[src/rtl/msg_unpack.sv]
// msg_unpack: turns 2..4 message words into 16 beats of four zero-extended B-bit chunks.
// Revision: 1.0
`default_nettype none

module msg_unpack (
  input  logic        clk,
  input  logic        rst_n,
  input  logic        start,
  input  logic [1:0]  level,
  input  logic [63:0] in_data,
  input  logic        in_valid,
  output logic        in_ready,
  output logic [63:0] out_data,
  output logic        out_valid,
  input  logic        out_ready,
  output logic        out_last,
  output logic        busy,
  output logic        done
);

  localparam logic [0:0] IDLE = 1'b0;
  localparam logic [0:0] RUN  = 1'b1;

  logic [0:0]   state;
  logic [1:0]   level_q;
  logic [2:0]   word_cnt;
  logic [3:0]   beat_cnt;
  logic [7:0]   bit_cnt;
  logic [127:0] msg_buf;
  logic         done_q;

  logic [2:0]   bits_per;
  logic [7:0]   step;
  logic         pop;
  logic         push;
  logic [7:0]   cnt_pop;
  logic [127:0] buf_pop;
  logic [127:0] buf_next;
  logic [7:0]   cnt_next;

  // B and the word count coincide numerically for every legal level.
  always_comb begin
    case (level_q)
      2'b01:   bits_per = 3'd4;
      2'b10:   bits_per = 3'd3;
      default: bits_per = 3'd2;
    endcase
  end

  assign step      = {3'b000, bits_per, 2'b00};
  assign busy      = (state == RUN);
  assign out_valid = (state == RUN) && (bit_cnt >= step);
  assign out_last  = out_valid && (beat_cnt == 4'd15);
  assign done      = done_q;

  assign pop     = out_valid && out_ready;
  assign cnt_pop = pop ? (bit_cnt - step) : bit_cnt;
  assign buf_pop = pop ? (msg_buf >> step) : msg_buf;

  // Pop is applied first so a draining beat frees room for the next word.
  assign in_ready = (state == RUN) && (word_cnt < bits_per) && (cnt_pop <= 8'd64);
  assign push     = in_valid && in_ready;

  assign buf_next = push ? (buf_pop | ({64'd0, in_data} << cnt_pop)) : buf_pop;
  assign cnt_next = push ? (cnt_pop + 8'd64) : cnt_pop;

  always_comb begin
    out_data = '0;
    for (int i = 0; i < 4; i++) begin
      case (level_q)
        2'b01:   out_data[16*i +: 16] = {12'd0, msg_buf[4*i +: 4]};
        2'b10:   out_data[16*i +: 16] = {13'd0, msg_buf[3*i +: 3]};
        default: out_data[16*i +: 16] = {14'd0, msg_buf[2*i +: 2]};
      endcase
    end
  end

  always_ff @(posedge clk or negedge rst_n) begin
    if (!rst_n) begin
      state    <= IDLE;
      level_q  <= 2'b00;
      word_cnt <= 3'd0;
      beat_cnt <= 4'd0;
      bit_cnt  <= 8'd0;
      msg_buf  <= '0;
      done_q   <= 1'b0;
    end else begin
      done_q <= 1'b0;
      case (state)
        IDLE: begin
          if (start && (level != 2'b00)) begin
            state    <= RUN;
            level_q  <= level;
            word_cnt <= 3'd0;
            beat_cnt <= 4'd0;
            bit_cnt  <= 8'd0;
            msg_buf  <= '0;
          end
        end
        default: begin
          msg_buf <= buf_next;
          bit_cnt <= cnt_next;
          if (push) word_cnt <= word_cnt + 3'd1;
          if (pop) begin
            beat_cnt <= beat_cnt + 4'd1;
            if (beat_cnt == 4'd15) begin
              state  <= IDLE;
              done_q <= 1'b1;
            end
          end
        end
      endcase
    end
  end

endmodule

`default_nettype wire

[config.mk]
export PLATFORM = sky130hd
export DESIGN_NAME = msg_unpack
export DESIGN_NICKNAME = d
export VERILOG_FILES = /design/src/rtl/msg_unpack.sv
export SDC_FILE = /design/constraint.sdc
export NUM_CORES = 1
export LEC_CHECK = 0
export ABC_CLOCK_PERIOD_IN_PS = 5960
export CAP_MARGIN = 20
export CORE_MARGIN = 5
export CORE_UTILIZATION = 40
export CTS_CLUSTER_DIAMETER = 50
export DETAILED_ROUTE_END_ITERATION = 12
export GPL_ROUTABILITY_DRIVEN = 1
export HOLD_SLACK_MARGIN = 0.12
export MAX_ROUTING_LAYER = met4
export PLACE_DENSITY = 0.63
export SYNTH_ARGS = -nofsm -noshare
export SYNTH_HDL_FRONTEND = slang
export SYNTH_SLANG_ARGS = --single-unit
[constraint.sdc]
create_clock -name clk -period 5.96 [get_ports clk]
set_input_delay 1.192 -clock clk [delete_from_list [all_inputs] [get_ports clk]]
set_output_delay 1.192 -clock clk [all_outputs]
set_load 0.02 [all_outputs]
## Word level (Yosys, flattened, before mapping)

Cells that the tools add are included.

- Output and inout bits: 69
- Word-level logic and storage cells: 61
- Register bits after elaboration: 147
- Bits of input ports: 71

- Multiplexer cells: 26
- Reduce and logical (&&, ||, !) cells: 12
- Shifts and indexed selects: 2
- Equality and inequality tests: 5
- Bitwise gates (word level): 2
- Add/subtract/negate cells: 4
- $lt $le $gt $ge: 3

Operator list:

| operator | number |
|---|---|
| 128-bit two-way mux | 4 |
| 128-bit OR | 1 |
| 64-bit by 8-bit << shifter with 128-bit output | 1 |
| 128-bit by 5-bit right shift with 128-bit output | 1 |
| 8-bit two-way mux | 4 |
| 4-bit case mux with 2 select lines | 4 |
| 4-bit two-way mux | 3 |
| 3-bit two-way mux | 3 |
| 8-bit by 7-bit adder with 8-bit output, second input constant | 1 |
| 8-bit by 5-bit >= comparator with 1-bit output | 1 |
| 8-bit by 7-bit <= comparator with 1-bit output, second input constant | 1 |
| 8-bit by 5-bit subtractor with 8-bit output | 1 |
| 1-bit logical AND | 7 |
| 1-bit two-way mux | 7 |
| 3-bit case mux with 2 select lines | 1 |
| 2-bit AND reduction | 3 |
| 4-bit by 1-bit adder with 4-bit output, second input constant | 1 |
| 4-bit equality test, second input constant | 1 |
| 2-bit by 1-bit inequality test with 1-bit output, second input constant | 2 |
| 2-bit nonzero test | 2 |
| 3-bit by 1-bit adder with 3-bit output, second input constant | 1 |
| 3-bit less-than comparator | 1 |
| 2-bit by 1-bit equality test with 1-bit output, second input constant | 1 |
| 2-bit equality test, second input constant | 1 |
| 1-bit NOT | 1 |

## Logic depth before layout (Yosys ltp)

Gate-level depths: netlist of the first run.

- Depth in word-level cells: 11
- Mapped depth: 25

## Worst setup path after synthesis of the first run

Ideal clock, no wire load.

- Path kind: flip-flop to output port
- From: reg level_q[1]
- To: out in_ready
- Path buffers: 5
- Arrival: 4.122 ns
- Slack: 0.646 ns
- Required time: 4.768 ns
- Cell stages (with the launch flop): 18
- Cell sequence: dfrtp_1 -> inv_1 -> ha_1 -> buf_2 -> inv_2 -> clkbuf_1 -> clkbuf_1 -> buf_1 -> ha_1 -> nor4_4 -> a21oi_1 -> clkbuf_1 -> nand2_1 -> nor4b_2 -> xnor2_1 -> ha_1 -> a31oi_1 -> nor2b_1

- Cells in the longest elaborated chain, start to end: 8
- Elaborated cells between the ends (all ways): 12

RTL lines:

| what | line | text |
|---|---|---|
| from (decl) | 25 | `logic [1:0] level_q;` |
| from (signal assigned) | 93 | `level_q <= level;` |
| 2-bit equality test / 2-bit by 1-bit equality test with 1-bit output (equally long branches) | 43 | `case (level_q)` |
| 3-bit case mux with 2 select lines * | 43 |  |
| 8-bit by 5-bit >= comparator with 1-bit output | 52 | `assign out_valid = (state == RUN) && (bit_cnt >= step);` |
| 1-bit logical AND | 52 |  |
| 1-bit logical AND | 56 | `assign pop = out_valid && out_ready;` |
| 8-bit two-way mux | 57 | `assign cnt_pop = pop ? (bit_cnt - step) : bit_cnt;` |
| 8-bit by 7-bit <= comparator with 1-bit output | 61 | `assign in_ready = (state == RUN) && (word_cnt < bits_per) && (cnt_pop <= 8'd64);` |
| 1-bit logical AND * | 61 |  |
| to (decl) | 12 | `output logic in_ready,` |

Every way passes the cells marked *; elsewhere a longest branch is shown, timed or not.

## Worst setup path in the final report of the first run

Ends and elaborated chain as after synthesis.

==> metrics.sh, run 1 <==
SYNTH-ADDER-AREA-SHARE=0.008651
DETAIL-ROUTE-ANTENNA-NETS=0
YOSYS_WARNINGS=0
ANTENNA_FOUND_INITIAL=0
FINAL-SETUP-VIOL-COUNT=0
GRT.TOTAL_USAGE=0.3093
GLOBAL_ROUTE_WIRE_LENGTH_BEFORE_REPAIR_MM=103.7
MOST_FREQUENTLY_USED_FLOP_MASTER_AFTER_SYNTHESIS='sky130_fd_sc_hd__dfrtp_1'
IOPINCOUNT=140
SYNTH_XOR_XNOR_AREA_SHARE=0.007629
SYNTH.FF_LATCH_COUNT=145
PLACE_CONGESTION=1.033
YS_SEQ_AREA_FRAC=0.2281
CTSRESIZECOUNT=0
INITIAL_UTIL=0.4023
SYNTHESIS.INSTANCES=1998
CTS-HTREE-LEVELS=4
DETAIL_ROUTE.ITER0.VIOLATIONS=2358
NUM-NETS-FINAL=2059
DIE_AREA_MM2=0.04386
GRT_REMAINING_OVERFLOW=0
VIA_PER_INST=6.749
TRITONCTS='yes'
DRV_SLEW=0
BUFFER_PORTS.INSERTED=91
RESULT_OF_THE_RUN='complete, no violations'
CLK_LATENCY_NS=0.44
TNS_NS=0
FIRST_GLOBAL_VIAS=16060
CRIT_FAMILY='buffers and inverters'
ANTENNA_CELLS=0
GRT_MAX_DEGREE=199
CTS_SETUP_BUFFERS=0
NUMBER_OF_DIFFERENT_LIBRARY_CELLS_IN_THE_POST_SYNTHESIS_NETLIST=73
CLOCK_BUFFERS_CREATED_BY_TRITONCTS=17
CLOCK-SINKS=145
PATH_CLK_SLEW_NS=0.07
WORSTPATHREQUIRED_NS=4.77
YOSYS-MUX-AREA-FRACTION=0.2236
DRT-TOTAL-WL_MM=67.99
SLEW-LIMIT-HEADROOM=0.2306
WORST_SETUP_PATH_END_KIND='output port'
POST_SYNTHESIS_COMPOUND_GATE_AREA_FRACTION=0.2906
CPMAXSTAGEDELAYCELL='sky130_fd_sc_hd__clkdlybuf4s50_1'
CRITICAL_PATH.CELL_CHAIN='inv_1 > ha_4 > xnor2_1 > inv_1 > ha_1 > a21oi_1 > o211ai_1 > and4_1 > xnor2_2 > buf_4 > ha_1 > a31oi_1 > nor2b_1 > clkdlybuf4s50_1'
SYNTH_SIMPLE_GATE_AREA_SHARE=0.1648
WORST-ENDPOINT-ARRIVAL_NS=4.34
SYN-MEAN-INSTANCE-AREA_UM2=7.962
CP_MAX_FO=17
DETAILROUTE.VIA_COUNT=16970
FINALCLOCKSKEW_NS=0.01017
CORE_REGION_AREA_MM2=0.03955
FIRST_PASS_ITERS=5
COMBINATIONAL_FAMILY_WITH_THE_MOST_AREA_AFTER_SYNTHESIS='compound AO/OA/AOI/OAI gates'
SYNTHARSTFLOPSHARE=1.000
RSZ0062_AT_GRT='false'
CLOCK_PATH_BUFFERS=2
CLK_ROOT_BUFFER_CELL='sky130_fd_sc_hd__clkbuf_16'
NUMBER_OF_BUFFERS_AND_INVERTERS_ON_THE_CRITICAL_PATH=4
WORST_HOLD_CLASS='reg -> reg'
POST-ROUTE-PERIOD-UTIL=0.9279
DIE_X_UM=209.4
FINAL-HOLD-VIOLATION-COUNT=0
AREAGROWTHSYNTHTOFINISH_PCT=11.47
FP.DIEH_UM=209.4
MAX_SLEW.WORST_PIN.SLEW_NS=1.154
DETAIL_ROUTE.WL_PER_CELL_UM=27.03
WORST_SETUP_PATH_START_KIND='flip-flop'
DRC=0
CTS_HOLD_REPAIR.BUFFERS=0
LARGEST_INCREMENTAL_DELAY_ON_THE_CRITICAL_PATH_NS=0.61
CLOCK.FMAX_GHz=0.1808
SYNTH_EDF_COUNT=0
DETAILEDPLACEMENTHPWL_MM=48.34
MIN_PERIOD_NS=5.531
PATH_CLASS='reg -> out'
PLACEMENT_ROWS=73
SYNTHESIS.AREA_MM2=0.01591
CAP_VIOL_MAX_COUNT=0
POST_ROUTE_CELLS_DRIVE_ABOVE_1_SHARE=0.1106
## area by class of cell
type / count / area (µm²)
sequential: 145 / 3632
clock inverter: 14 / 206.4
clock buffer: 18 / 429.2
inverter: 28 / 108.9
multi-input combinational: 1639 / 11340
tap: 525 / 656.9
fill: 3945 / 21810
timing repair buffer: 146 / 1363
## synth_stat cells, types with 27 or more instances
library cell               count  area [µm²]
sky130_fd_sc_hd__clkbuf_1    126       473.0
sky130_fd_sc_hd__a21oi_1     172       860.8
sky130_fd_sc_hd__buf_4        54       405.4
sky130_fd_sc_hd__nand2_1     269        1010
sky130_fd_sc_hd__mux2_2       39       439.2
sky130_fd_sc_hd__dfrtp_1     145        3628
sky130_fd_sc_hd__nor2_1      141       529.3
sky130_fd_sc_hd__mux2i_1     181        1812
sky130_fd_sc_hd__a31oi_1      51       319.1
sky130_fd_sc_hd__o21ai_0     153       765.7
sky130_fd_sc_hd__o221ai_1     29       254.0
sky130_fd_sc_hd__a211oi_1     54       405.4
sky130_fd_sc_hd__mux4_2       58        1306
sky130_fd_sc_hd__buf_2        27       135.1
sky130_fd_sc_hd__a22oi_1      79       593.1
sky130_fd_sc_hd__nand3_1      40       200.2
## stage by stage
stage,area (µm²),instances,hold WS (ns),setup WS [ns],utilization
2_1_floorplan,16090,2045,0.4770,0.6464,-
3_3_place_gp,17100,2483,0.5062,0.6701,0.4323
3_5_place_dp,17100,2483,0.5259,0.5534,0.4323
4_1_cts,17730,2515,0.5398,0.4756,0.4484
5_1_grt,17730,2515,0.5488,0.2463,0.4484
6_report,17730,2515,0.5359,0.4294,0.4484
## cells by family after synthesis
| group | after synthesis |
|---|---|
| simple gates | 583 |
| other cells | 1 |
| compound gates | 706 |
| buf+inv | 261 |
| mux | 278 |
| fa+ha+maj | 11 |
| flops | 145 |
| xor+xnor | 13 |
## final timing paths
| path | from | end | slack [ns] | cells past startpoint |
|---|---|---|---|---|
| worst min register to register | beat_cnt[0] | beat_cnt[0] | 0.54 | 1 |
| worst max-delay path | level_q[1] | in_ready | 0.43 | 14 |
| min in group asynchronous | rst_n | msg_buf[7] | 0.65 | 1 |
| worst max register to register | level_q[1] | msg_buf[110] | 0.72 | 21 |
| max in group asynchronous | rst_n | msg_buf[33] | 4.14 | 2 |
| worst min-delay path | beat_cnt[0] | beat_cnt[0] | 0.54 | 1 |
## registers in the layout, summed over array words and instances (netlist names)
| register | cells |
|---|---|
| busy | 1 |
| msg_buf | 128 |
| beat_cnt | 4 |
| word_cnt | 3 |
| bit_cnt | 6 |
| done | 1 |
| level_q | 2 |
## layer usage
metal	vias to the layer above	GRT usage	wire, µm
li1	7446	-	-
met4	0	0.1004	2586
met5	-	-	0
met1	8247	0.4363	28390
met2	1098	0.4443	29480
met3	183	0.06532	7524
## cell usage in the layout (no fill, tap or decap), types with 52 or more instances in the layout
master	n
sky130_fd_sc_hd__a211oi_1	54
sky130_fd_sc_hd__a21oi_1	172
sky130_fd_sc_hd__a22oi_1	79
sky130_fd_sc_hd__buf_4	52
sky130_fd_sc_hd__clkdlybuf4s50_1	90
sky130_fd_sc_hd__dfrtp_1	144
sky130_fd_sc_hd__mux2i_1	181
sky130_fd_sc_hd__mux4_2	58
sky130_fd_sc_hd__nand2_1	268
sky130_fd_sc_hd__nor2_1	138
sky130_fd_sc_hd__o21ai_0	152
Power of run 1 is not shown: default switching activity piles up to over one toggle a cycle in this logic, so the estimate is an artifact.
==> inputs of run 2 (changes only) <==
Settings changed: REMOVE_ABC_BUFFERS set to 1.
==> metrics.sh, run 2 (same netlist as run 1, synthesis figures left out) <==
RESULT_OF_THE_RUN='complete, no violations'
CLOCK_PATH_BUFFERS=2  # unchanged
WORST-R2R-CELL-COUNT=20  # -4.8%
FLIP_FLOP_COUNT_OF_THE_LARGEST_REGISTER_ALL_COPIES_AND_WORDS_ADDED=128  # unchanged
MAX_SLEW.WORST_PIN.SLEW_NS=1.075  # -0.07855 ns
PLACEDCELLCOUNT=2492  # +0.36%
REGMOSTFLOPS='msg_buf'
FINAL-HOLD-VIOLATION-COUNT=0  # unchanged
CLK_LATENCY_NS=0.46  # +0.02 ns
DETAILROUTE.VIA_COUNT=17280  # +1.8%
GLOBAL_ROUTE_WIRE_LENGTH_BEFORE_REPAIR_MM=107.6  # +3.7%
FIN_WORST_HOLD_SLACK_NS=0.5332  # -0.002697 ns
CORE_REGION_AREA_MM2=0.03955  # unchanged
GRT_MAX_DEGREE=199  # unchanged
PLACE_CONGESTION=1.013  # -1.9%
TNS_NS=0  # unchanged
CPMAXSTAGEDELAYCELL='sky130_fd_sc_hd__clkdlybuf4s50_1'
FP.DIEH_UM=209.4  # unchanged
PATH_CLASS='reg -> out'
NUMBER_OF_BUFFERS_AND_INVERTERS_ON_THE_CRITICAL_PATH=4  # unchanged
CTS_SETUP_BUFFERS=0  # unchanged
RSZ0062_AT_GRT='false'
MIN_PERIOD_NS=5.658  # +0.1275 ns
TOP_REGS='msg_buf: 128 flops, bit_cnt: 6 flops, beat_cnt: 4 flops'
CRITICAL_PATH.CELL_CHAIN='inv_1 > ha_4 > xnor2_1 > inv_1 > ha_1 > a21oi_1 > o211ai_1 > and4_1 > xnor2_2 > inv_2 > ha_1 > a31oi_1 > nor2b_1 > clkdlybuf4s50_1'
CTS-HTREE-LEVELS=4  # unchanged
GRT_REMAINING_OVERFLOW=0  # unchanged
CLOCK_BUFFERS_CREATED_BY_TRITONCTS=17  # unchanged
FIRST_PASS_ITERS=7  # +2
DRV_SLEW=0  # unchanged
INITIAL_UTIL=0.4023  # unchanged
POST_ROUTE_NON_FILLER_STANDARD_CELL_COUNT=2522  # +0.28%
ANTENNA_CELLS=0  # unchanged
DRC=0  # unchanged
FINAL-SETUP-VIOL-COUNT=0  # unchanged
POST-ROUTE-PERIOD-UTIL=0.9493  # +0.02139
DETAIL_ROUTE.WL_PER_CELL_UM=28.76  # +6.4%
POSTLAYOUTCELLAREA_MM2=0.01777  # +0.23%
DETAIL-ROUTE-ANTENNA-NETS=0  # unchanged
CTSRESIZECOUNT=0  # unchanged
PATH_DEPTH=14  # unchanged
CLOCK-SINKS=145  # unchanged
WORST_SETUP_PATH_END_KIND='output port'
CLOCK.FMAX_GHz=0.1767  # -2.3%
ANTENNA_FOUND_INITIAL=0  # unchanged
DIE_AREA_MM2=0.04386  # unchanged
DIE_X_UM=209.4  # unchanged
TRITONCTS='yes'
DRT-TOTAL-WL_MM=72.53  # +6.7%
LAYOUT_COMMON_CELLS='sky130_fd_sc_hd__nand2_1 (268), sky130_fd_sc_hd__mux2i_1 (181), sky130_fd_sc_hd__a21oi_1 (172), sky130_fd_sc_hd__o21ai_0 (152), sky130_fd_sc_hd__dfrtp_1 (144)'
CRIT_FAMILY='compound AO/OA/AOI/OAI gates'
DETAIL_ROUTE.ITER0.VIOLATIONS=2792  # +18%
WORST_HOLD_CLASS='reg -> reg'
GRT.TOTAL_USAGE=0.3262  # +0.01694
SLEW-LIMIT-HEADROOM=0.2804  # +0.04972
DETAILEDPLACEMENTHPWL_MM=50.72  # +4.9%
PLACEMENT_ROWS=73  # unchanged
WORSTPATHREQUIRED_NS=4.77  # about the same
MOSTFREQUENTLAYOUTCELL='sky130_fd_sc_hd__nand2_1'
FINALCLOCKSKEW_NS=0.01461  # +0.004434 ns
WORST-ENDPOINT-ARRIVAL_NS=4.47  # +0.13 ns
POST_ROUTE_CELLS_DRIVE_ABOVE_1_SHARE=0.1142  # +0.003618
PATH_CLK_SLEW_NS=0.06  # about the same
VIA_PER_INST=6.851  # +1.5%
PLACE_AREA_MM2=0.01721  # +0.63%
WORST_SETUP_PATH_START_KIND='flip-flop'
NUM-NETS-FINAL=2068  # +0.44%
IOPINCOUNT=140  # unchanged
CTS_HOLD_REPAIR.BUFFERS=0  # unchanged
CAP_VIOL_MAX_COUNT=0  # unchanged
FIRST_GLOBAL_VIAS=16260  # +1.2%
BUFFER_PORTS.INSERTED=91  # unchanged
CP_MAX_FO=11  # -6
WHS_PATH_DEPTH=2  # +1
LARGEST_INCREMENTAL_DELAY_ON_THE_CRITICAL_PATH_NS=0.55  # -0.06 ns
AREAGROWTHSYNTHTOFINISH_PCT=11.73
CLK_ROOT_BUFFER_CELL='sky130_fd_sc_hd__clkbuf_16'
-- run 2: cell count changes in the layout (fill, tap and decap cells not counted), sizes merged --
cell / change
clkinvlp: -2
inv: -3
buf: +9
clkinv: +4
clkbuf: +1
bufinv: -2
-- run 2: final timing paths --
path / slack, ns / start / end
worst min-delay path: 0.53 / beat_cnt[1] / beat_cnt[1]
worst max-delay path: 0.30 / level_q[1] / in_ready
worst max register to register: 0.51 / level_q[1] / msg_buf[123]
max in group asynchronous: 3.98 / rst_n / busy
min in group asynchronous: 0.69 / rst_n / msg_buf[77]
worst min register to register: 0.53 / beat_cnt[1] / beat_cnt[1]
-- run 2: area by class of cell --
type,count,area (µm²)
fillers,3909,21770
multi-input cells,1639,11350
flip-flops and latches,145,3632
repair buffers,155,1455
well taps,525,656.9
clock buffers,19,452.9
clock inverters,11,115.1
inverters,28,108.9
-- run 2: through the flow --
stage,setup slack [ns],util
CTS,0.3619,0.4494
global placement,0.6711,0.4351
detailed placement,0.5092,0.4351
floorplan,-6.494,-
finish,0.3020,0.4494
global route,0.04203,0.4494
-- run 2: layer usage --
metal | vias up | share of wire | global-route usage
met5 | - | 0 | -
met4 | 0 | 0.048 | 0.1375
met3 | 237 | 0.11 | 0.06921
met2 | 1207 | 0.43 | 0.4705
met1 | 8369 | 0.41 | 0.4449
li1 | 7465 | - | -
-- run 2: worst min-delay path, cell delays in order, from the launching register on --
cell	delay (ns)
sky130_fd_sc_hd__dfrtp_1	0.37
sky130_fd_sc_hd__nand3_1	0.07
sky130_fd_sc_hd__nand2_1	0.06
Power of run 2 is left out for the same reason.
